$ cat src/rtl/spi_seq_pkg.sv
// Shared types and register map for the SPI burst sequencer.
package spi_seq_pkg;

    typedef enum logic [3:0] {
        ST_IDLE,
        ST_GRANT,
        ST_WAIT_TX,
        ST_WR_DATA,
        ST_WR_CTRL,
        ST_POLL,
        ST_RD_DATA,
        ST_RX,
        ST_RELEASE
    } state_t;

    localparam logic [1:0] ADDR_CTRL = 2'd0;
    localparam logic [1:0] ADDR_TXD  = 2'd1;
    localparam logic [1:0] ADDR_RXD  = 2'd2;

    localparam int CTRL_GO     = 7;
    localparam int CTRL_SS_LSB = 3;
    localparam int CTRL_SS_MSB = 6;
    localparam int BUSY_BIT    = 7;

    // Control word that starts a transfer with the given slave select driven
    function automatic logic [15:0] ctrl_word(input logic [3:0] ss);
        logic [15:0] w;
        w = '0;
        w[CTRL_GO] = 1'b1;
        w[CTRL_SS_MSB:CTRL_SS_LSB] = ss;
        return w;
    endfunction

endpackage

$ cat src/rtl/spi_burst_sequencer_rr_arb2.sv
// Two-way round-robin arbiter; on a tie the requester not served last wins.
module rr_arb2 (
    input  logic       clk,
    input  logic       rst,
    input  logic [1:0] req,
    input  logic       advance,
    output logic [1:0] gnt
);

    // last = 1 means req1 was served most recently (reset value gives req0 the first tie)
    logic last;

    // One-hot grant from the current requests and the pointer
    always_comb begin
        gnt = 2'b00;
        case (req)
            2'b01:   gnt = 2'b01;
            2'b10:   gnt = 2'b10;
            2'b11:   gnt = last ? 2'b01 : 2'b10;
            default: gnt = 2'b00;
        endcase
    end

    // Move the pointer to whoever was just granted
    always_ff @(posedge clk or posedge rst) begin
        if (rst)
            last <= 1'b1;
        else if (advance && (|req))
            last <= gnt[1];
    end

endmodule

$ cat src/rtl/spi_burst_sequencer.sv
// Burst front end: arbitrates two requesters and drives the SPI peripheral
// register port byte by byte while holding slave select for the whole burst.
module spi_burst_sequencer
    import spi_seq_pkg::*;
#(
    parameter int LEN_W   = 8,
    parameter int TIMEOUT = 4095,
    parameter int TMO_W   = 12
) (
    input  logic               iClk,
    input  logic               iRst,
    input  logic [1:0]         iReq,
    input  logic [7:0]         iReqSS,
    input  logic [2*LEN_W-1:0] iReqLen,
    output logic [1:0]         oGnt,
    input  logic               iTxValid,
    input  logic [7:0]         iTxData,
    output logic               oTxReady,
    output logic               oRxValid,
    output logic [7:0]         oRxData,
    input  logic               iRxReady,
    output logic               oDone,
    output logic               oErr,
    output logic [1:0]         oAddr,
    output logic [15:0]        oWData,
    input  logic [15:0]        iRData,
    output logic               oWrite,
    output logic               oEnable
);

    state_t            state;
    logic [3:0]        ss;
    logic [LEN_W-1:0]  count;
    logic [TMO_W-1:0]  tmo;
    logic [1:0]        arb_gnt;
    logic              arb_adv;
    logic              unused_rdata;

    // Upper half of the read bus carries nothing this block needs
    assign unused_rdata = ^iRData[15:8];

    assign arb_adv  = (state == ST_IDLE);
    assign oTxReady = (state == ST_WAIT_TX) && iTxValid;

    rr_arb2 u_arb (
        .clk     (iClk),
        .rst     (iRst),
        .req     (iReq),
        .advance (arb_adv),
        .gnt     (arb_gnt)
    );

    // Burst sequencer; bus outputs are loaded on entry to the state that owns them
    always_ff @(posedge iClk or posedge iRst) begin
        if (iRst) begin
            state    <= ST_IDLE;
            oGnt     <= 2'b00;
            ss       <= '0;
            count    <= '0;
            tmo      <= '0;
            oRxValid <= 1'b0;
            oRxData  <= '0;
            oDone    <= 1'b0;
            oErr     <= 1'b0;
            oAddr    <= ADDR_CTRL;
            oWData   <= '0;
            oWrite   <= 1'b0;
            oEnable  <= 1'b0;
        end else begin
            oDone <= 1'b0;
            oErr  <= 1'b0;
            case (state)
                ST_IDLE: if (|iReq) begin
                    oGnt  <= arb_gnt;
                    ss    <= arb_gnt[1] ? iReqSS[7:4] : iReqSS[3:0];
                    count <= arb_gnt[1] ? iReqLen[2*LEN_W-1:LEN_W] : iReqLen[LEN_W-1:0];
                    state <= ST_GRANT;
                end
                ST_GRANT: state <= ST_WAIT_TX;
                ST_WAIT_TX: if (iTxValid) begin
                    oEnable <= 1'b1;
                    oWrite  <= 1'b1;
                    oAddr   <= ADDR_TXD;
                    oWData  <= {8'h00, iTxData};
                    state   <= ST_WR_DATA;
                end
                ST_WR_DATA: begin
                    oAddr  <= ADDR_CTRL;
                    oWData <= ctrl_word(ss);
                    tmo    <= '0;
                    state  <= ST_WR_CTRL;
                end
                ST_WR_CTRL: begin
                    oWrite <= 1'b0;
                    oWData <= '0;
                    state  <= ST_POLL;
                end
                ST_POLL: begin
                    if (!iRData[BUSY_BIT]) begin
                        oAddr <= ADDR_RXD;
                        state <= ST_RD_DATA;
                    end else if (tmo == TMO_W'(TIMEOUT - 1)) begin
                        // Give up: drop SS and flag the abort in the release cycle
                        oWrite <= 1'b1;
                        oWData <= '0;
                        oErr   <= 1'b1;
                        state  <= ST_RELEASE;
                    end else begin
                        tmo <= tmo + 1'b1;
                    end
                end
                ST_RD_DATA: begin
                    oRxData  <= iRData[7:0];
                    oRxValid <= 1'b1;
                    oEnable  <= 1'b0;
                    oAddr    <= ADDR_CTRL;
                    state    <= ST_RX;
                end
                ST_RX: if (iRxReady) begin
                    oRxValid <= 1'b0;
                    if (count == '0) begin
                        oEnable <= 1'b1;
                        oWrite  <= 1'b1;
                        oAddr   <= ADDR_CTRL;
                        oWData  <= '0;
                        oDone   <= 1'b1;
                        state   <= ST_RELEASE;
                    end else begin
                        count <= count - 1'b1;
                        state <= ST_WAIT_TX;
                    end
                end
                ST_RELEASE: begin
                    oGnt    <= 2'b00;
                    oEnable <= 1'b0;
                    oWrite  <= 1'b0;
                    state   <= ST_IDLE;
                end
                default: state <= ST_IDLE;
            endcase
        end
    end

endmodule

$ cat config.mk
export PLATFORM = sky130hd
export DESIGN_NAME = spi_burst_sequencer
export DESIGN_NICKNAME = d
export VERILOG_FILES = /design/src/rtl/spi_seq_pkg.sv /design/src/rtl/spi_burst_sequencer_rr_arb2.sv /design/src/rtl/spi_burst_sequencer.sv
export SDC_FILE = /design/constraint.sdc
export NUM_CORES = 1
export LEC_CHECK = 0
export BUFFER_PORTS_ARGS = -buffer_cell sky130_fd_sc_hd__buf_2
export CORE_MARGIN = 2
export CORE_UTILIZATION = 45
export DETAILED_ROUTE_END_ITERATION = 10
export PLACE_DENSITY_LB_ADDON = 0.25
export SYNTH_ARGS = -nofsm -noshare
export SYNTH_HDL_FRONTEND = slang
export SYNTH_SLANG_ARGS = --single-unit
$ cat constraint.sdc
create_clock -name iClk -period 3.23 [get_ports iClk]
set_input_delay 0.4845 -clock iClk [delete_from_list [all_inputs] [get_ports iClk]]
set_output_delay 0.4845 -clock iClk [all_outputs]
set_load 0.02 [all_outputs]
==> results of run 1 <==
[cell usage in the layout (no fill, tap or decap), types with 2 or more instances in the layout]
| cell | Yosys | layout |
|---|---|---|
| sky130_fd_sc_hd__nand4_1 | 2 | 2 |
| sky130_fd_sc_hd__clkbuf_8 | 0 | 5 |
| sky130_fd_sc_hd__a21oi_1 | 14 | 14 |
| sky130_fd_sc_hd__mux2_2 | 17 | 17 |
| sky130_fd_sc_hd__o22ai_1 | 2 | 2 |
| sky130_fd_sc_hd__nor3_1 | 9 | 9 |
| sky130_fd_sc_hd__o21ai_0 | 27 | 27 |
| sky130_fd_sc_hd__and3_1 | 4 | 4 |
| sky130_fd_sc_hd__mux2i_1 | 13 | 13 |
| sky130_fd_sc_hd__inv_1 | 12 | 11 |
| sky130_fd_sc_hd__dfrtp_1 | 53 | 53 |
| sky130_fd_sc_hd__and4_1 | 3 | 3 |
| sky130_fd_sc_hd__ha_1 | 3 | 3 |
| sky130_fd_sc_hd__nor4_1 | 4 | 4 |
| sky130_fd_sc_hd__buf_4 | 8 | 4 |
| sky130_fd_sc_hd__a31oi_1 | 5 | 5 |
| sky130_fd_sc_hd__a22o_1 | 5 | 5 |
| sky130_fd_sc_hd__conb_1 | 1 | 8 |
| sky130_fd_sc_hd__o21a_1 | 2 | 2 |
| sky130_fd_sc_hd__a211oi_1 | 3 | 3 |
| sky130_fd_sc_hd__or2_2 | 3 | 3 |
| sky130_fd_sc_hd__or3_1 | 5 | 5 |
| sky130_fd_sc_hd__xnor2_1 | 6 | 6 |
| sky130_fd_sc_hd__nand4b_1 | 2 | 2 |
| sky130_fd_sc_hd__nand2_1 | 29 | 29 |
| sky130_fd_sc_hd__buf_2 | 4 | 71 |
| sky130_fd_sc_hd__and2_1 | 3 | 3 |
| sky130_fd_sc_hd__nor2_1 | 20 | 20 |
| sky130_fd_sc_hd__nor2b_1 | 4 | 4 |
| sky130_fd_sc_hd__nand3_1 | 6 | 6 |
[kinds of logic (layout without fill, tap and decap cells)]
family / after synthesis / count (layout)
AO/OA/AOI/OAI: 72 / 72
flip-flops: 54 / 54
other: 1 / 8
buffers and inverters: 37 / 95
AND/OR/NAND/NOR: 105 / 105
adder cells (fa/ha/maj): 3 / 3
multiplexers: 30 / 30
XOR/XNOR: 7 / 7
[layout make-up]
type / count / area [sq um]
clock buffers: 6 / 72.6
clock inverters: 2 / 37.5
fillers: 586 / 2910
inverters: 12 / 45.0
multi-input cells: 225 / 1490
flip-flops and latches: 54 / 1350
well taps: 77 / 96.3
repair buffers: 75 / 385
[metal layers]
metal	share of wire (%)	vias to the layer above	track usage (%)	wire length [microns]
li1	-	1212	-	-
met4	1.5	0	6.35	96
met3	5.3	10	4.23	336
met5	0	-	0	0
met2	47	63	30.0	2950
met1	47	1179	22.1	2950
[registers in the layout (all words and copies together) (netlist names)]
register / flops
tmo: 12
count: 8
oRxData: 8
oWData: 8
ss: 4
state: 4
oAddr: 2
oGnt: 2
oDone: 1
oEnable: 1
oErr: 1
oRxValid: 1
oWrite: 1
u_arb.last: 1
[critical path, cell delays in order, from the launching register on]
cell and delay (ns):
sky130_fd_sc_hd__dfrtp_1 0.80, sky130_fd_sc_hd__inv_1 0.23, sky130_fd_sc_hd__or3_1 0.62, sky130_fd_sc_hd__o22ai_1 0.23, sky130_fd_sc_hd__buf_4 0.22, sky130_fd_sc_hd__o21ba_2 0.18, sky130_fd_sc_hd__o22a_1 0.19
[power by group]
part / total, uW / switching [uW] / internal (uW)
logic: 1470 / 817 / 655
registers: 1190 / 255 / 938
clock network: 459 / 227 / 232
total: 3120 / 1300 / 1820
[path summary, 6_finish.rpt]
kind / from / to / slack [ns] / depth (start not counted)
setup / recovery: state[0]$_DFFE_PP0P_ / count[7]$_DFFE_PP0P_ / 0.66 / 6
hold / removal: iReq[0] / u_arb.last$_DFFE_PP1P_ / 0.36 / 2
setup reg to reg: state[0]$_DFFE_PP0P_ / count[7]$_DFFE_PP0P_ / 0.66 / 6
max in group asynchronous: iRst / oAddr[0]$_DFFE_PP0P_ / 2.12 / 2
hold reg to reg: oRxValid$_DFFE_PP0P_ / oRxValid$_DFFE_PP0P_ / 0.48 / 1
min in group asynchronous: iRst / oRxData[4]$_DFFE_PP0P_ / 0.44 / 2
[per-stage QoR]
step | cell area (sq um) | cells
after detailed placement | 3370 | 443
after floorplan | 3020 | 316
final | 3480 | 451
after global placement | 3370 | 443
after CTS | 3480 | 451
after global routing | 3480 | 451
==> summary by stage, run 1 <==
Run status
The run finished with clean final reports.

STA
The number of hold violations in the final report is 0. The sum of negative setup slack is 0 ns. The clock arrives with between 0.009 and 0.01 ns of skew. The ratio of final minimum period to clock period is between 70% and 80%. At the pin with the least slew margin, the transition time is around 1.1 ns. The shortest clock period the worst path allows after layout is about 2.6 ns. For this run, the top clock speed supported by timing is 0.388 GHz. The worst slack on hold paths is roughly 0.36 ns. Across all setup checks in the final design, the least slack found is around 0.66 ns.

The number of slew-limit violations in the final report was 0. Setup repair after global routing left no endpoint under its margin. The worst relative slew slack is a little over a quarter. Setup violations remaining at the end of the flow were counted as 0.

Clocking
Counting along the longest clock path gives a buffer depth of 2. The number of buffers inserted during clock tree synthesis is 5. The total number of H-tree levels is 2. Counting every sink on the clock net gives 54. In this run the post-CTS setup repair buffer count came out at 0. The number of buffers added to fix hold violations after cts is 0.

TritonCTS built the clock tree. The later pin in the worst-skew pair is clocked with a latency of ~0.31 ns. Clock-pin slew was measured on the worst setup and hold paths at approximately 0.10 ns. After clock tree synthesis, the repair step resized 0 gates.

The tree is rooted in a sky130_fd_sc_hd__clkbuf_8.

Synthesis
The most common cell in the synthesized netlist is sky130_fd_sc_hd__dfrtp_1. The area share of xor/xnor cells in the synthesized design is 2.05%. The most frequently used flop master after synthesis is sky130_fd_sc_hd__dfrtp_1.

In the synthesized netlist, mux cells make up 10.7% of the area. The number of flops mapped to enable cells by yosys is 0. Counting every instance in the synthesized netlist gives about 310. The top cell type by area accounts for 44.3% of the synthesized area. By area the synthesized netlist is led by sky130_fd_sc_hd__dfrtp_1 (44%), sky130_fd_sc_hd__mux2_2 (6.4%), sky130_fd_sc_hd__o21ai_0 (4.5%). The share of synthesized cell area in and, or, nand and nor gates is 18.9%. The post-synthesis async set-or-reset flop share is between 90% and 100%. The Yosys step of the flow raised 0 warnings. By count the netlist is led by sky130_fd_sc_hd__dfrtp_1 (53), sky130_fd_sc_hd__nand2_1 (29), sky130_fd_sc_hd__o21ai_0 (27), sky130_fd_sc_hd__nor2_1 (20), sky130_fd_sc_hd__mux2_2 (17). The number of different library cells used by synthesis comes to a little under 60.

The synthesized netlist devotes around 16% of its cell area to compound gates. By area, the combinational part of the netlist is dominated by simple AND/OR/NAND/NOR gates. The average size of a mapped cell is 9.68 sq um. The sequential area share after synthesis is roughly 45%. The cell area that synthesis handed to floorplanning was roughly 3000 sq um. The post-synthesis share of cell area spent on full adders, half adders and majority gates is 1.25%. The synthesized design contains between 50 and 60 register bits. The library cell with the largest summed area after synthesis is sky130_fd_sc_hd__dfrtp_1.

Setup path
The nature of the critical path startpoint is a flip-flop. STA classifies the critical path endpoint as a flip-flop. The arrival time at the worst endpoint is around 2.8 ns. The data required time at the worst endpoint is roughly 3.4 ns. The worst setup path is of the flip-flop to flip-flop kind.

Of all nets on the critical path, the largest fanout is 21.

Floorplanning
The core region is around 6400 sq um. Pin placement for this block handled between 80 and 90 I/O pins. In this run the vertical extent of the chip is roughly 86 microns. The width of the chip is roughly 86 microns. After floorplanning, the core was divided into 29 placement rows. The effective utilization at floorplan is 46.8%. The floorplan step defined a die boundary enclosing between 7000 and 8000 sq um.

Finish
The number of inserted diodes is 0. Cells fill roughly 55% of the core in the end. The area growth from synthesis to layout is 16.4%. In the final layout, the share of cells above drive strength 1 is roughly 30%. The layout net count is 430.

Global routing
Global routing finished with a remaining overflow of 0. The first global-routing pass estimated 10400 microns of wire. The combined global-route utilization of all metal layers is roughly 18%. The number of antenna violations at the first check in global routing was 0. The maximum number of pins on one net before global-route repair is 54.

The number of global-route vias before repair is 2353.

Place
The wire-length estimate of the detail-placed layout is 4490 microns. Port buffering added 71 buffers. The placement-stage worst setup slack is around 0.7 ns.

At the end of routability-driven placement, the weighted congestion stood at ~0.79.

Route
The wire length per cell is between 10 and 15 microns. In this run the remaining antenna-violating nets after routing total 0. In the routed layout, each cell is associated on average with a via count of 5.46. For this block, the via count after detailed routing is approximately 2500. The pre-antenna-repair detailed-routing pass consisted of 4 iterations.

The first routing iteration left 94 violations. The post-detailed-route DRC marker count is 0. The sum of routed wire length over all layers is between 6000 and 7000 microns.

Pwr
The largest vdd supply drop is 0.418 mV. The overall power after layout is around 3100 uW. Summed over all cells, the static leakage comes to 0.00166 uW. The power per cell area is between 800 and 900 nW/um^2.

Job
Across the run, the number of max-cap violations was 0.

Hold path
The class of the tightest hold or removal check is primary input to flip-flop.
Note: power is estimated with default switching activity, not from simulation.
==> run 2, diff against run 1 <==
==> constraint.sdc (replaced) <==
create_clock -name iClk -period 2.26 [get_ports iClk]
set_input_delay 0.339 -clock iClk [delete_from_list [all_inputs] [get_ports iClk]]
set_output_delay 0.339 -clock iClk [all_outputs]
set_load 0.02 [all_outputs]
==> run 2 against run 1 <==
Against the previous run: worst setup slack worse by 0.52 ns; sequential power up 37%; clock skew down 0.0025 ns; largest power group unchanged; sequential share of layout area down 0.94 points; hold slack worse by 0.29 ns; clock power up 12%; final cell count up 2.9%; combinational power up 59%; die area unchanged; count of clock-buffer cells in the layout down 1.
==> summary by stage, run 2 (same netlist as run 1, synthesis figures left out) <==
Run status
The run finished with clean final reports.

Finish
The most common library cell in the layout ignoring fill and taps is sky130_fd_sc_hd__buf_2. The fraction of layout cells with a size suffix above 1 is around a third. In the layout the commonest cells are sky130_fd_sc_hd__buf_2 (71), sky130_fd_sc_hd__dfrtp_1 (53), sky130_fd_sc_hd__nand2_1 (29). The filler cell count in the final layout is around 600. From synthesis to final layout, the design area changed by 19.2%. The final layout contains approximately 440 nets. The number of inserted diodes is 0. The area of the multi-input gates is around 1500 sq um.

tmo holds more flip-flops than any other register. The post-route non-filler standard cell count is about 460. Registers take approximately 1400 sq um. The number of flip-flops under the largest register name is 12.

Floorplanning
The floorplan step set the die width to approximately 86 microns. The core region is about 6400 sq um. The full die area is 7320 sq um. In this run the count of I/O pins placed on the die edge is between 80 and 90. The row count is 29. The die extent in y is ~86 microns. The effective utilization at floorplan is 46.8%.

Setup path
Data on the critical path is required at its endpoint by approximately 2.5 ns. For the worst flop-to-flop path, the logic depth is 8. The worst reg2reg path endpoint is oWData[2]$_DFFE_PP0P_. Across all register-to-register paths, the minimum setup slack is between 0.1 and 0.15 ns. The arrival time at the worst endpoint is about 2.3 ns. The setup path with the least slack is of type flip-flop to flip-flop. The sort of element at the end of the critical path is a flip-flop.

STA classifies the critical path startpoint as a flip-flop. The launching point of the worst reg2reg path is count[0]$_DFFE_PP0P_. Along the worst path, the maximum fanout reaches 6.

STA
Setup repair after global routing left no endpoint under its margin. For the pin with the worst max-slew slack, the measured transition is about 0.64 ns. The number of hold violations in the final report was 0. The number of endpoints failing setup at the final stage is 0. The number of slew-limit violations in the final report is 0.

The smallest clock period supported by the final layout is computed as approximately 2.1 ns. The worst relative slew slack is 56.9%. For the final database, setup skew stands at about 0.0067 ns.

In the final timing run, aggregate negative setup slack is 0 ns. The ratio of final minimum period to clock period is 94.0%. The top achievable clock speed is ~0.47 GHz.

Clocking
The number of setup buffers added after CTS is 0. The number of buffers inserted during clock tree synthesis is 5. TritonCTS built the clock tree. The number of buffers added to fix hold violations after cts is 0. The post-cts resize count is 0.

The clock transition time at the flip-flop clock pins of the worst setup and hold paths is 0.09 ns. The clock net in this run drives a total of 54 sinks. The H-tree was split into 2 levels.

The maximum clock insertion buffer count is 2. The buffer type at the clock tree root is sky130_fd_sc_hd__clkbuf_8. The clock reaches the later pin of the worst-skew pair after 0.31 ns.

Place
The number of buffer cells added on primary ports is between 70 and 80. In this run, placement finished with an instance count of ~460. Summed over all nets, the half-perimeter wirelength after detailed placement is 4800 microns. At the end of routability-driven placement, the weighted congestion stood at ~0.83.

Global routing
The number of antenna violations at the first check in global routing came to 0. The combined global-route utilization of all metal layers is 18.9%. The number of global-route vias before repair was between 2000 and 2500.

The global-route wire length before repair is 11200 microns. Global routing finished with a remaining overflow of 0. Entering global routing, the biggest net connects 31 pins.

Route
The number of nets with antenna violations after detailed routing is 0. The wire length per cell is about 14 microns. The number of violations reported at the end of detailed-routing iteration 0 is 95. For this block, the routed nets add up to around 6400 microns of wire. The post-detailed-route DRC marker count is 0. The pre-antenna-repair detailed-routing pass consisted of 4 iterations. Using the TritonRoute via totals, the vias-per-cell ratio works out to ~5.4.

The overall via count from detail_route is between 2000 and 3000.

Job
The max-capacitance violation count is 0.

Pwr
Power spread over the standard cell area amounts to roughly 1300 nW/um^2. The static power due to leakage is between 0.0015 and 0.002 uW. Across the VDD grid, the largest voltage drop is ~0.60 mV.

Hold path
The tightest min-delay check is of the primary input to async pin type.
==> run 2: metrics by stage <==
stage | total power, uW | setup slack (ns) | hold slack (ns) | util [%] | area, sq um
2_1_floorplan | 3290 | 0.136 | 0.409 | - | 3020
3_3_place_gp | 3930 | 0.173 | 0.421 | 54.6 | 3490
3_5_place_dp | 4000 | 0.153 | 0.435 | 54.6 | 3490
4_1_cts | 4530 | 0.123 | 0.0930 | 55.9 | 3570
5_1_grt | 4870 | 0.0120 | 0.114 | 55.9 | 3570
6_report | 4480 | 0.135 | 0.0768 | 55.9 | 3570
==> run 2: worst max-delay path by stage <==
stage | start | end | slack, ns | cells past startpoint
after CTS | count[0]$_DFFE_PP0P_ | oWData[2]$_DFFE_PP0P_ | 0.12 | 8
after global placement | count[0]$_DFFE_PP0P_ | oWData[0]$_DFFE_PP0P_ | 0.17 | 8
after global routing | count[0]$_DFFE_PP0P_ | oWData[2]$_DFFE_PP0P_ | 0.01 | 8
final | count[0]$_DFFE_PP0P_ | oWData[2]$_DFFE_PP0P_ | 0.14 | 8
after detailed placement | count[0]$_DFFE_PP0P_ | oWData[5]$_DFFE_PP0P_ | 0.15 | 7
after floorplan | count[0]$_DFFE_PP0P_ | oWData[3]$_DFFE_PP0P_ | 0.14 | 7
==> run 2: critical path, stage by stage (launching register included) <==
cell and delay (ns):
sky130_fd_sc_hd__dfrtp_1 0.41, sky130_fd_sc_hd__inv_1 0.07, sky130_fd_sc_hd__ha_1 0.17, sky130_fd_sc_hd__or3b_1 0.40, sky130_fd_sc_hd__o21a_4 0.26, sky130_fd_sc_hd__nor3_4 0.18, sky130_fd_sc_hd__o2111ai_4 0.21, sky130_fd_sc_hd__buf_4 0.21
sky130_fd_sc_hd__mux2i_1 0.11
==> run 2: power breakdown <==
group / switching, uW / internal [uW]
combinational: 1270 / 1060
clock: 305 / 209
sequential: 287 / 1340
total: 1870 / 2610
==> run 2: area by class of cell <==
cell class | count | area share [%]
repair buffers | 89 | 14.1
clock inverters | 2 | 0.281
flip-flops and latches | 54 | 37.9
inverters | 12 | 1.26
multi-input cells | 225 | 41.8
clock buffers | 5 | 1.93
well taps | 77 | 2.70
==> run 2: layer usage <==
layer	global-route usage (%)	vias to the layer above	wire, microns
met3	4.23	6	333
met2	31.4	58	3040
met5	0	-	0
met1	25.2	1200	3010
li1	-	1236	-
met4	4.76	0	65
